`src/rtl/alu_pkg.sv`:
```
// Shared ALU definitions: datapath widths, opcodes and the result-FIFO entry layout.
// Defining ALU_RESULT_FLAGS_EN adds zero/negative flag bits to every FIFO entry.
package alu_pkg;

    localparam int ALU_WIDTH = 4;
    localparam int ALU_SEL_W = 4;

    localparam logic [3:0] OP_NOT_A     = 4'b0000;
    localparam logic [3:0] OP_NOT_B     = 4'b0001;
    localparam logic [3:0] OP_AND       = 4'b0010;
    localparam logic [3:0] OP_NAND      = 4'b0011;
    localparam logic [3:0] OP_OR        = 4'b0100;
    localparam logic [3:0] OP_NOR       = 4'b0101;
    localparam logic [3:0] OP_XOR       = 4'b0110;
    localparam logic [3:0] OP_XNOR      = 4'b0111;
    localparam logic [3:0] OP_DEC_A     = 4'b1000;
    localparam logic [3:0] OP_INC_B     = 4'b1001;
    localparam logic [3:0] OP_DEC_B     = 4'b1010;
    localparam logic [3:0] OP_ADD       = 4'b1011;
    localparam logic [3:0] OP_B_MINUS_A = 4'b1100;

`ifdef ALU_RESULT_FLAGS_EN
    localparam int ALU_FLAG_W = 2;
`else
    localparam int ALU_FLAG_W = 0;
`endif

    // Entry layout, MSB first: {flags (optional), sel, res}
    localparam int ALU_ENTRY_W = ALU_WIDTH + ALU_SEL_W + ALU_FLAG_W;

    typedef enum logic [1:0] {
        FILL_EMPTY   = 2'd0,
        FILL_PARTIAL = 2'd1,
        FILL_FULL    = 2'd2
    } fill_state_e;

endpackage

```
`src/rtl/alu_fifo_mem.sv`:
```
// Register-array storage for the ALU result FIFO: synchronous write, combinational read.
module alu_fifo_mem
    import alu_pkg::*;
#(
    parameter int DEPTH   = 4,
    parameter int ENTRY_W = ALU_ENTRY_W,
    parameter int PTR_W   = $clog2(DEPTH)
) (
    input  logic               clk,
    input  logic               we_i,
    input  logic [PTR_W-1:0]   waddr_i,
    input  logic [ENTRY_W-1:0] wdata_i,
    input  logic [PTR_W-1:0]   raddr_i,
    output logic [ENTRY_W-1:0] rdata_o
);

    // No reset: contents are only observed through valid pointers.
    logic [ENTRY_W-1:0] mem_q [DEPTH];

    always_ff @(posedge clk) begin
        if (we_i) begin
            mem_q[waddr_i] <= wdata_i;
        end
    end

    assign rdata_o = mem_q[raddr_i];

endmodule

```
`src/rtl/alu_result_fifo.sv`:
```
// In-order result FIFO behind the 4-bit ALU with valid/ready on both sides.
// Defining ALU_RESULT_FLAGS_EN adds the out_zero/out_neg outputs.
module alu_result_fifo
    import alu_pkg::*;
#(
    parameter int WIDTH = ALU_WIDTH,
    parameter int SEL_W = ALU_SEL_W,
    parameter int DEPTH = 4
) (
    input  logic                     clk,
    input  logic                     rst,
    input  logic                     clear,
    input  logic                     in_valid,
    output logic                     in_ready,
    input  logic [WIDTH-1:0]         in_res,
    input  logic [SEL_W-1:0]         in_sel,
    output logic                     out_valid,
    input  logic                     out_ready,
    output logic [WIDTH-1:0]         out_res,
    output logic [SEL_W-1:0]         out_sel,
`ifdef ALU_RESULT_FLAGS_EN
    output logic                     out_zero,
    output logic                     out_neg,
`endif
    output logic [$clog2(DEPTH):0]   count
);

    localparam int PTR_W   = $clog2(DEPTH);
    localparam int CNT_W   = PTR_W + 1;
    localparam int ENTRY_W = WIDTH + SEL_W + ALU_FLAG_W;

    // Handshake: a transfer happens on an edge where valid and ready are both high;
    // in_ready/out_valid come from registered occupancy only, never from the other side.
    logic [PTR_W-1:0]   wr_ptr_q, wr_ptr_d;
    logic [PTR_W-1:0]   rd_ptr_q, rd_ptr_d;
    logic [CNT_W-1:0]   count_q, count_d;
    logic               push, pop;
    logic [ENTRY_W-1:0] wr_entry, rd_entry;
    fill_state_e        fill_state;

    always_comb begin
        fill_state = FILL_PARTIAL;
        if (count_q == '0) begin
            fill_state = FILL_EMPTY;
        end else if (count_q == CNT_W'(DEPTH)) begin
            fill_state = FILL_FULL;
        end
    end

    assign in_ready  = (fill_state != FILL_FULL);
    assign out_valid = (fill_state != FILL_EMPTY);
    assign push      = in_valid & in_ready;
    assign pop       = out_valid & out_ready;

    always_comb begin
        wr_ptr_d = wr_ptr_q;
        rd_ptr_d = rd_ptr_q;
        count_d  = count_q;
        if (clear) begin
            // Flush wins over any transfer offered in the same cycle.
            wr_ptr_d = '0;
            rd_ptr_d = '0;
            count_d  = '0;
        end else begin
            if (push) wr_ptr_d = wr_ptr_q + PTR_W'(1);
            if (pop)  rd_ptr_d = rd_ptr_q + PTR_W'(1);
            if (push && !pop) begin
                count_d = count_q + CNT_W'(1);
            end else if (pop && !push) begin
                count_d = count_q - CNT_W'(1);
            end
        end
    end

    always_ff @(posedge clk or posedge rst) begin
        if (rst) begin
            wr_ptr_q <= '0;
            rd_ptr_q <= '0;
            count_q  <= '0;
        end else begin
            wr_ptr_q <= wr_ptr_d;
            rd_ptr_q <= rd_ptr_d;
            count_q  <= count_d;
        end
    end

`ifdef ALU_RESULT_FLAGS_EN
    assign wr_entry = {(in_res == '0), in_res[WIDTH-1], in_sel, in_res};
`else
    assign wr_entry = {in_sel, in_res};
`endif

    alu_fifo_mem #(
        .DEPTH   (DEPTH),
        .ENTRY_W (ENTRY_W),
        .PTR_W   (PTR_W)
    ) u_mem (
        .clk     (clk),
        .we_i    (push & ~clear),
        .waddr_i (wr_ptr_q),
        .wdata_i (wr_entry),
        .raddr_i (rd_ptr_q),
        .rdata_o (rd_entry)
    );

    assign out_res = out_valid ? rd_entry[WIDTH-1:0] : '0;
    assign out_sel = out_valid ? rd_entry[WIDTH+SEL_W-1:WIDTH] : '0;
`ifdef ALU_RESULT_FLAGS_EN
    assign out_zero = out_valid & rd_entry[ENTRY_W-1];
    assign out_neg  = out_valid & rd_entry[ENTRY_W-2];
`endif
    assign count = count_q;

endmodule

```
`config.mk`:
```
export PLATFORM = sky130hd
export DESIGN_NAME = alu_result_fifo
export DESIGN_NICKNAME = d
export VERILOG_FILES = /design/src/rtl/alu_pkg.sv /design/src/rtl/alu_fifo_mem.sv /design/src/rtl/alu_result_fifo.sv
export SDC_FILE = /design/constraint.sdc
export NUM_CORES = 1
export LEC_CHECK = 0
export BUFFER_PORTS_ARGS = -buffer_cell sky130_fd_sc_hd__buf_4
export CAP_MARGIN = 20
export CELL_PAD_IN_SITES_DETAIL_PLACEMENT = 1
export CELL_PAD_IN_SITES_GLOBAL_PLACEMENT = 1
export CORE_MARGIN = 2
export CORE_UTILIZATION = 42
export DETAILED_ROUTE_END_ITERATION = 7
export GPL_TIMING_DRIVEN = 0
export PLACE_DENSITY_LB_ADDON = 0.1
export REMOVE_ABC_BUFFERS = 1
export SYNTH_ARGS = -nofsm -noshare
export SYNTH_HDL_FRONTEND = slang
export SYNTH_HIERARCHICAL = 1
export SYNTH_SLANG_ARGS = --single-unit
```
`constraint.sdc`:
```
create_clock -name clk -period 2.15 [get_ports clk]
set_input_delay 0.215 -clock clk [delete_from_list [all_inputs] [get_ports clk]]
set_output_delay 0.215 -clock clk [all_outputs]
set_load 0.01 [all_outputs]
```
## Word level (Yosys, flattened, before mapping)

Memories as Yosys holds them, arrays and structs flattened.
Index checks and enable logic that the tools add are counted.
Widths: inputs -> output; s select.

- Flip-flop bits (word level): 7
- RAM bits: 32
- Output and inout bits: 13
- Word-level logic and storage cells: 36
- Memories kept: 1

Memories:

| name | depth | width | rd ports | clocked after memory_dff | wr ports | line | RTL |
|---|---|---|---|---|---|---|---|
| u_mem.mem_q | 4 | 8 | 1 | 0 | 1 | alu_fifo_mem.sv:18 | `logic [ENTRY_W-1:0] mem_q [DEPTH];` |

- Eq/ne operators: 2
- Reduce and logical (&&, ||, !) cells: 9
- Bitwise logic cells: 4
- Add/subtract/negate cells: 4
- Multiplexer cells: 13

Operator list:

| cell | number |
|---|---|
| $mux 2 | 6 |
| $mux 3 | 3 |
| $mux 4 | 2 |
| $reduce_bool 2->1 | 3 |
| $add 2x1->2 const B | 2 |
| $add 3x1->3 const B | 1 |
| $and 1x1->1 | 3 |
| $eq 3x3->1 const B | 1 |
| $logic_not 3->1 | 1 |
| $reduce_bool 3->1 | 1 |
| $sub 3x1->3 const B | 1 |
| $logic_and 1x1->1 | 2 |
| $logic_not 1->1 | 2 |
| $mux 1 | 2 |
| $ne 2x2->1 const B | 1 |
| $not 1->1 | 1 |

## Longest topological paths before layout

Gate-level depths: netlist of the first run.

- Depth in word-level cells: 10
- Gate-level depth with buffers: 8

## By module

Netlist of the first run, hierarchy kept.

By module, submodules not included:

| module | instances | area each (um2) | cells an instance | sequential area each (um2) |
|---|---|---|---|---|
| alu_fifo_mem | 1 | 1188.6 | 46 | 960.9 |
| alu_result_fifo | 1 | 559.3 | 64 | 175.2 |

## Least setup slack after synthesis of the first run

No wires, ideal clock.

- Path kind: reg-to-reg
- Start point: register count_q[1] (netlist: count[1])
- End point: register count_q[2] (netlist: count[2])
- Path buffers: 1
- Arrival time: 1.976 ns
- Slack: 0.035 ns
- Required time: 2.011 ns
- Stages on the path, launching flop included: 9
- Setup time: 0.139 ns
- Cells stage by stage: dfrtp_1 > buf_6 > nor3b_2 > inv_2 > and3_1 > fa_1 > and3b_1 > a311oi_1 > a211oi_1

- Elaborated cells on any way between the ends: 18

RTL lines:

| what | line | RTL |
|---|---|---|
| start, declared | alu_result_fifo.sv:36 | `logic [CNT_W-1:0] count_q, count_d;` |
| start signal, assigned | alu_result_fifo.sv:83 | `count_q <= count_d;` |
| $eq 3x3->1 | alu_result_fifo.sv:45 | `end else if (count_q == CNT_W'(DEPTH)) begin` |
| $mux 2 | alu_result_fifo.sv:45 |  |
| $mux 2 * | alu_result_fifo.sv:43 | `if (count_q == '0) begin` |
| $ne 2x2->1 * | alu_result_fifo.sv:50 | `assign in_ready = (fill_state != FILL_FULL);` |
| net in_ready | alu_result_fifo.sv:14 | `output logic in_ready,` |
| $and 1x1->1 * | alu_result_fifo.sv:52 | `assign push = in_valid & in_ready;` |
| $logic_and 1x1->1 or $logic_not 1->1 (tied branches) | alu_result_fifo.sv:67, alu_result_fifo.sv:69 |  |
| $mux 3 or $logic_and 1x1->1 (tied branches) | alu_result_fifo.sv:67, alu_result_fifo.sv:69 |  |
| $mux 3 or $reduce_bool 3->1 (tied branches) | - |  |

Mark *: on every way through the listed nets, which the timed path passes. The rest lies on a longest branch. The select of a mux whose other input is x is not followed.
A chain may end at the register's enable or synchronous reset.

## Worst setup path after layout of the first run

- Start point: register count_q[1] (netlist: count[1])
- End point: output port out_res[2]

- Longest elaborated chain between the ends: 5
- Elaborated cells on any way between the ends: 6

Ends and longest elaborated chain:

| what | line | RTL |
|---|---|---|
| $eq 3x3->1 | alu_result_fifo.sv:45 |  |
| $mux 2 | alu_result_fifo.sv:45 |  |
| $mux 2 * | alu_result_fifo.sv:43 |  |
| $reduce_bool 2->1 * | alu_result_fifo.sv:51 | `assign out_valid = (fill_state != FILL_EMPTY);` |
| $mux 4 * | alu_result_fifo.sv:106 | `assign out_res = out_valid ? rd_entry[WIDTH-1:0] : '0;` |
| end, declared | alu_result_fifo.sv:19 | `output logic [WIDTH-1:0] out_res,` |

Mark *: on every way between the ends. The rest lies on a longest branch, timed or not.

==> impl_metrics.env, run 1 <==
export IMPL_start_util_pct=43.7
export IMPL_grtUsageTotal_pct=16.4
export IMPL_drive_gt1_share_pct=41.5
export IMPL_cap_violations=0
export IMPL_syn_to_final_growth_pct=22.2
export IMPL_ys_seq_area_share_pct=65.0
export IMPL_ir_drop_v=0.000509
export IMPL_leakage_uw=0.000849
export IMPL_syn_instance_count=110
export IMPL_multiInputGateArea_um2=543
export IMPL_worst_pin_slew_ps=560
export IMPL_die_w_um=68.5
export IMPL_slowest_stage="dfrtp_2"
export IMPL_vias_per_cell=5.30
export IMPL_core_area_um2=4000
export IMPL_reg2reg_from="count[0]"
export IMPL_antenna_cells=0
export IMPL_ios=26
export IMPL_async_reset_ff_share_pct=17.9
export IMPL_gp_congestion=0.716
export IMPL_wl_per_cell_um=18.1
export IMPL_min_delay_path_class="in2reg"
export IMPL_register_area_um2=1140
export IMPL_cp_start_kind="flop"
export IMPL_hold_ws_ps=130
export IMPL_hpwl_um=2460
export IMPL_die_area_um2=4690
export IMPL_finalHoldViolCount=0
export IMPL_crit_family="buffers and inverters"
export IMPL_n_fill_cell=402
export IMPL_crit_path_end_kind="primary output"
export IMPL_yosys_warnings=6
export IMPL_period_needed_ps=2060
export IMPL_finalSetupViolCount=0
export IMPL_fin_crit_sh_pct=95.8
export IMPL_cts_root_buf="clkbuf_8"
export IMPL_core_rowCount=23
export IMPL_power_density_nw_per_um2=1140
export IMPL_synth_edf_count=32
export IMPL_max_stage_delay_ps=460
export IMPL_insertion_delay_ps=280
export IMPL_crit_required_ps=1930
export IMPL_overflow=0
export IMPL_ant_nets=0
export IMPL_synth_area_per_cell_um2=15.9
export IMPL_ctsHtreeMaxLevel=2
export IMPL_clock_sinks=39
export IMPL_grt_pass1_wl_um=5290
export IMPL_cpMostUsedCell="buf_4"
export IMPL_status="finished, final reports clean"
export IMPL_die_h_um=68.5
export IMPL_numPortBuffers=25
export IMPL_final_common_cell="buf_4"
export IMPL_dr_pass1_iters=6
export IMPL_clock_path_buffers=2
export IMPL_rsz0062_at_grt="no"
export IMPL_wl_um=3560
export IMPL_grt_pass1_vias=1037
export IMPL_crit_type="reg2out"
export IMPL_crit_fanout=8
export IMPL_yosys_register_bits=39
export IMPL_antenna_found_initial=0
export IMPL_crit_chain="buf_4, nor3_1, buf_2, and2b_1, buf_4"
export IMPL_synth_cell_types=36
export IMPL_cts_tree="done"
export IMPL_layout_common_cells="buf_4, edfxtp_1, nor2_1, mux4_2, inv_1"
export IMPL_drc_errors=0
export IMPL_numCtsBuffers=5
export IMPL_syn_area_um2=1750
export IMPL_hp_start="in_res[0]"
export IMPL_cp_startpoint="count[1]"
export IMPL_drtIter0Drc=44
export IMPL_arrival_ps=1840
export IMPL_vias=1045
export IMPL_fin_nets=160
export IMPL_grt_max_degree=13
export IMPL_fmax_mhz=486
export IMPL_slew_limit_headroom_pct=62.5
export IMPL_drv_slew=0
export IMPL_power_uw=2430
export IMPL_synth_flop_cell="edfxtp_1"
export IMPL_cts_reportedPaths_clkPinSlew_ps=70
export IMPL_worst_clock_skew_ps=6.84
export IMPL_path_buf_inv=3
through the flow:
step	instance area [um^2]	TNS (ps)	worst slack, ps	util [%]	cells
floorplan	1700	0	63.5	-	103
finish	2140	0	90.3	53.4	197
detailed placement	1960	-1720	-329	48.9	180
global placement	1950	-2880	-357	48.6	178
global route	2140	0	15.9	53.4	197
CTS	2100	0	9.70	52.6	193
per-layer routing:
metal | track usage, % | share of wire [%] | vias up
li1 | - | - | 485
met1 | 21.2 | 42 | 532
met2 | 27.9 | 54 | 26
met3 | 3.90 | 4.2 | 2
met4 | 4.50 | 0.65 | 0
met5 | 0 | 0 | -
worst paths after layout:
check / to / slack, ps / cells past startpoint
setup / recovery: out_res[2] / 90 / 5
setup reg to reg: count[2] / 110 / 7
min in group asynchronous: wr_ptr_q[0] / 430 / 3
hold / removal: u_mem/mem_q[0][0] / 130 / 1
max in group asynchronous: count[1] / 1470 / 3
hold reg to reg: count[2] / 650 / 2
kinds of logic after synthesis:
family | Yosys count | share of synthesized area, %
flops | 39 | 65.0
fa+ha+maj | 1 | 1.15
buf+inv | 15 | 4.72
xor+xnor | 2 | 1.00
mux | 11 | 12.4
compound gates | 14 | 6.01
simple gates | 28 | 9.74
power breakdown:
group	internal, uW	total (uW)	switching [uW]	leakage [uW]
clock	259	497	238	0.0000482
sequential	893	1000	111	0.000378
combinational	521	929	408	0.000422
Yosys cell counts (all sizes together), types with 3 or more instances:
cell / number / area, um^2
nor2: 8 / 30.0
inv: 8 / 30.0
buf: 5 / 43.8
mux4: 8 / 180
dfrtp: 7 / 175
edfxtp: 32 / 961
nor2b: 6 / 37.5
and3b: 3 / 26.3
and2b: 3 / 22.5
registers in the layout, indices dropped and copies added (netlist names):
register     flops
count            3
u_mem/mem_q     32
wr_ptr_q         2
rd_ptr_q         2
worst register-to-register path: stages, from the launching register on:
cell	delay, ps
dfrtp_2	450
nor3b_4	250
inv_2	70
and3_1	200
fa_2	370
and3b_1	210
a311oi_1	280
a211oi_1	90
cell type report:
class                      instances  share of cell area, %
clock inverter                     1                  0.234
tap                               50                   2.93
inverter                           8                   1.41
multi-input combinational         56                   25.4
sequential                        39                   53.4
clock buffer                       7                   4.04
timing repair buffer              36                   12.5
repair_timing:
item                                    in CTS  in global routing
hold buffers                                 1                  0
setup buffers                                4                  4
endpoints found under the hold margin        7                  0
pin swaps                                    1                  0
endpoints found under the setup margin      11                  5
resized for setup                            6                  1
Power figures use the tool's default switching activity.
==> run 2, diff against run 1 <==
REMOVE_ABC_BUFFERS = not set   (was 1)
==> run 2 against run 1 <==
  * Setup slack got worse by 49 ps
  * Via count decreased by 1.1%
  * Combinational power up 9%
  * Highest routed layer unchanged
  * Clock power grew 43%
  * Die area stayed put
  * Maximum frequency decreased by 2.3%
  * Register-to-register slack worse by 70 ps
  * Clock-buffer cell count shrank 1
  * Core utilization increased by 1.6 points
  * Sequential cell count unchanged
==> impl_metrics.env, run 2 (same netlist as run 1, synthesis figures left out) <==
export IMPL_drtIter0Drc=38
export IMPL_final_common_cell="edfxtp_1"
export IMPL_finalHoldViolCount=0
export IMPL_max_stage_delay_ps=390
export IMPL_drive_gt1_share_pct=42.2
export IMPL_crit_required_ps=2350
export IMPL_clock_sinks=39
export IMPL_wl_met3_um=162
export IMPL_drc_errors=0
export IMPL_antenna_found_initial=0
export IMPL_numPortBuffers=23
export IMPL_wl_met1_um=1450
export IMPL_wl_per_cell_um=17.5
export IMPL_min_delay_path_class="in2reg"
export IMPL_hpwl_um=2230
export IMPL_grt_max_degree=13
export IMPL_status="finished, final reports clean"
export IMPL_p_sw_share_pct=29.0
export IMPL_cap_violations=0
export IMPL_cts_tree="done"
export IMPL_internal_power_uw=1890
export IMPL_die_area_um2=4690
export IMPL_leakage_uw=0.000869
export IMPL_grt_pass1_wl_um=5380
export IMPL_arrival_ps=2310
export IMPL_numCtsBuffers=5
export IMPL_crit_family="simple AND/OR/NAND/NOR gates"
export IMPL_wl_met2_um=1760
export IMPL_grt_pass1_vias=1069
export IMPL_rsz0062_at_grt="yes"
export IMPL_finalSetupViolCount=0
export IMPL_worst_pin_slew_ps=632
export IMPL_clock_path_buffers=2
export IMPL_crit_chain="buf_6, nor3b_4, inv_2, and3_4, fa_2, and3b_2, a21o_1, a211oi_2"
export IMPL_cts_root_buf="clkbuf_8"
export IMPL_layout_common_cells="edfxtp_1, buf_4, nor2_1, mux4_2, inv_1"
export IMPL_p_switching_uw=773
export IMPL_wl_um=3450
export IMPL_syn_nets=124
export IMPL_path_buf_inv=2
export IMPL_ctsHtreeMaxLevel=2
export IMPL_largest_register_ffs=32
export IMPL_die_h_um=68.5
export IMPL_cp_start_kind="flop"
export IMPL_finalInstanceArea_um2=2200
export IMPL_fin_nets=160
export IMPL_cts_reportedPaths_clkPinSlew_ps=70
export IMPL_top_layer="met4"
export IMPL_dr_pass1_iters=3
export IMPL_ir_drop_v=0.000522
export IMPL_ant_nets=0
export IMPL_vias=1034
export IMPL_placed_area_um2=1990
export IMPL_antenna_cells=0
export IMPL_top_register="u_mem/mem_q"
export IMPL_power_uw=2660
export IMPL_grtUsageTotal_pct=17.2
export IMPL_insertion_delay_ps=290
export IMPL_drv_slew=0
export IMPL_crit_type="reg2reg"
export IMPL_fin_crit_sh_pct=98.1
export IMPL_start_util_pct=43.7
export IMPL_crit_path_end_kind="flop"
export IMPL_n_fill_cell=411
export IMPL_overflow=0
export IMPL_fmax_mhz=474
export IMPL_seqPwrFrac_pct=35.4
export IMPL_vias_per_cell=5.25
export IMPL_ios=26
export IMPL_worst_clock_skew_ps=3.41
export IMPL_syn_to_final_growth_pct=25.9
export IMPL_crit_fanout=10
export IMPL_core_rowCount=23
export IMPL_rrSetupSlack_ps=40
export IMPL_die_w_um=68.5
export IMPL_slowest_stage="dfrtp_1"
export IMPL_pwr_share_comb_pct=38.0
export IMPL_gp_congestion=0.697
export IMPL_clkPwrFrac_pct=26.7
export IMPL_core_area_um2=4000
export IMPL_period_needed_ps=2110
export IMPL_slew_limit_headroom_pct=57.6
export IMPL_power_density_nw_per_um2=1210
==> run 2: layer usage <==
metal  track usage [%]  up-vias
li1                  -      483
met3              6.17        7
met2              28.1       24
met5                 0        -
met1              20.4      520
met4              7.50        0
==> run 2: what timing repair did <==
action	in CTS	in global routing
hold endpoints to repair	7	0
pin swaps	1	5
hold buffers	1	0
setup endpoints to repair	10	6
resized for setup	6	3
buffers inserted	1	3
gates cloned	0	0
==> run 2: path summary, 6_finish.rpt <==
| kind | from | end | cells past startpoint |
|---|---|---|---|
| setup / recovery | count[1] | count[2] | 8 |
| setup reg to reg | count[1] | count[2] | 8 |
| hold reg to reg | rd_ptr_q[1] | rd_ptr_q[1] | 2 |
| min in group asynchronous | rst | wr_ptr_q[0] | 3 |
| max in group asynchronous | rst | count[2] | 3 |
| hold / removal | in_res[0] | u_mem/mem_q[2][0] | 1 |
==> run 2: metrics by stage <==
| stage | instances | TNS (ps) | setup slack [ps] | hold WS (ps) | utilization, % |
|---|---|---|---|---|---|
| floorplan | 110 | 0 | 35.1 | 18.4 | - |
| global placement | 183 | -2750 | -340 | 180 | 49.6 |
| detailed placement | 184 | -87.7 | -87.7 | 180 | 49.8 |
| CTS | 194 | 0 | 15.3 | 110 | 54.2 |
| global route | 197 | -36.9 | -36.9 | 107 | 55.0 |
| finish | 197 | 0 | 41.6 | 120 | 55.0 |
==> run 2: area by class of cell <==
class	instances	area [um^2]	area share (%)
buffer	7	52.6	2.39
clock buffer	6	72.6	3.30
clock inverter	2	60.1	2.73
inverter	8	30.0	1.36
multi-input combinational	56	566	25.7
sequential	39	1140	51.7
tap	50	62.6	2.84
timing repair buffer	29	220	10.0
==> run 2: worst reg2reg max path, stage by stage (launching register included) <==
cell and delay, ps:
dfrtp_1 390, buf_6 150, nor3b_4 240, inv_2 70, and3_4 190, fa_2 370, and3b_2 230, a21o_1 180
a211oi_2 200
==> run 2: power groups by stage <==
stage          registers (uW)  logic (uW)  clock network [uW]
5_1_grt                   951        1110                 761
6_report                  942        1010                 710
3_3_place_gp              948         900                   0
2_1_floorplan             953         583                   0
4_1_cts                   942         984                 729
3_5_place_dp              953         931                   0
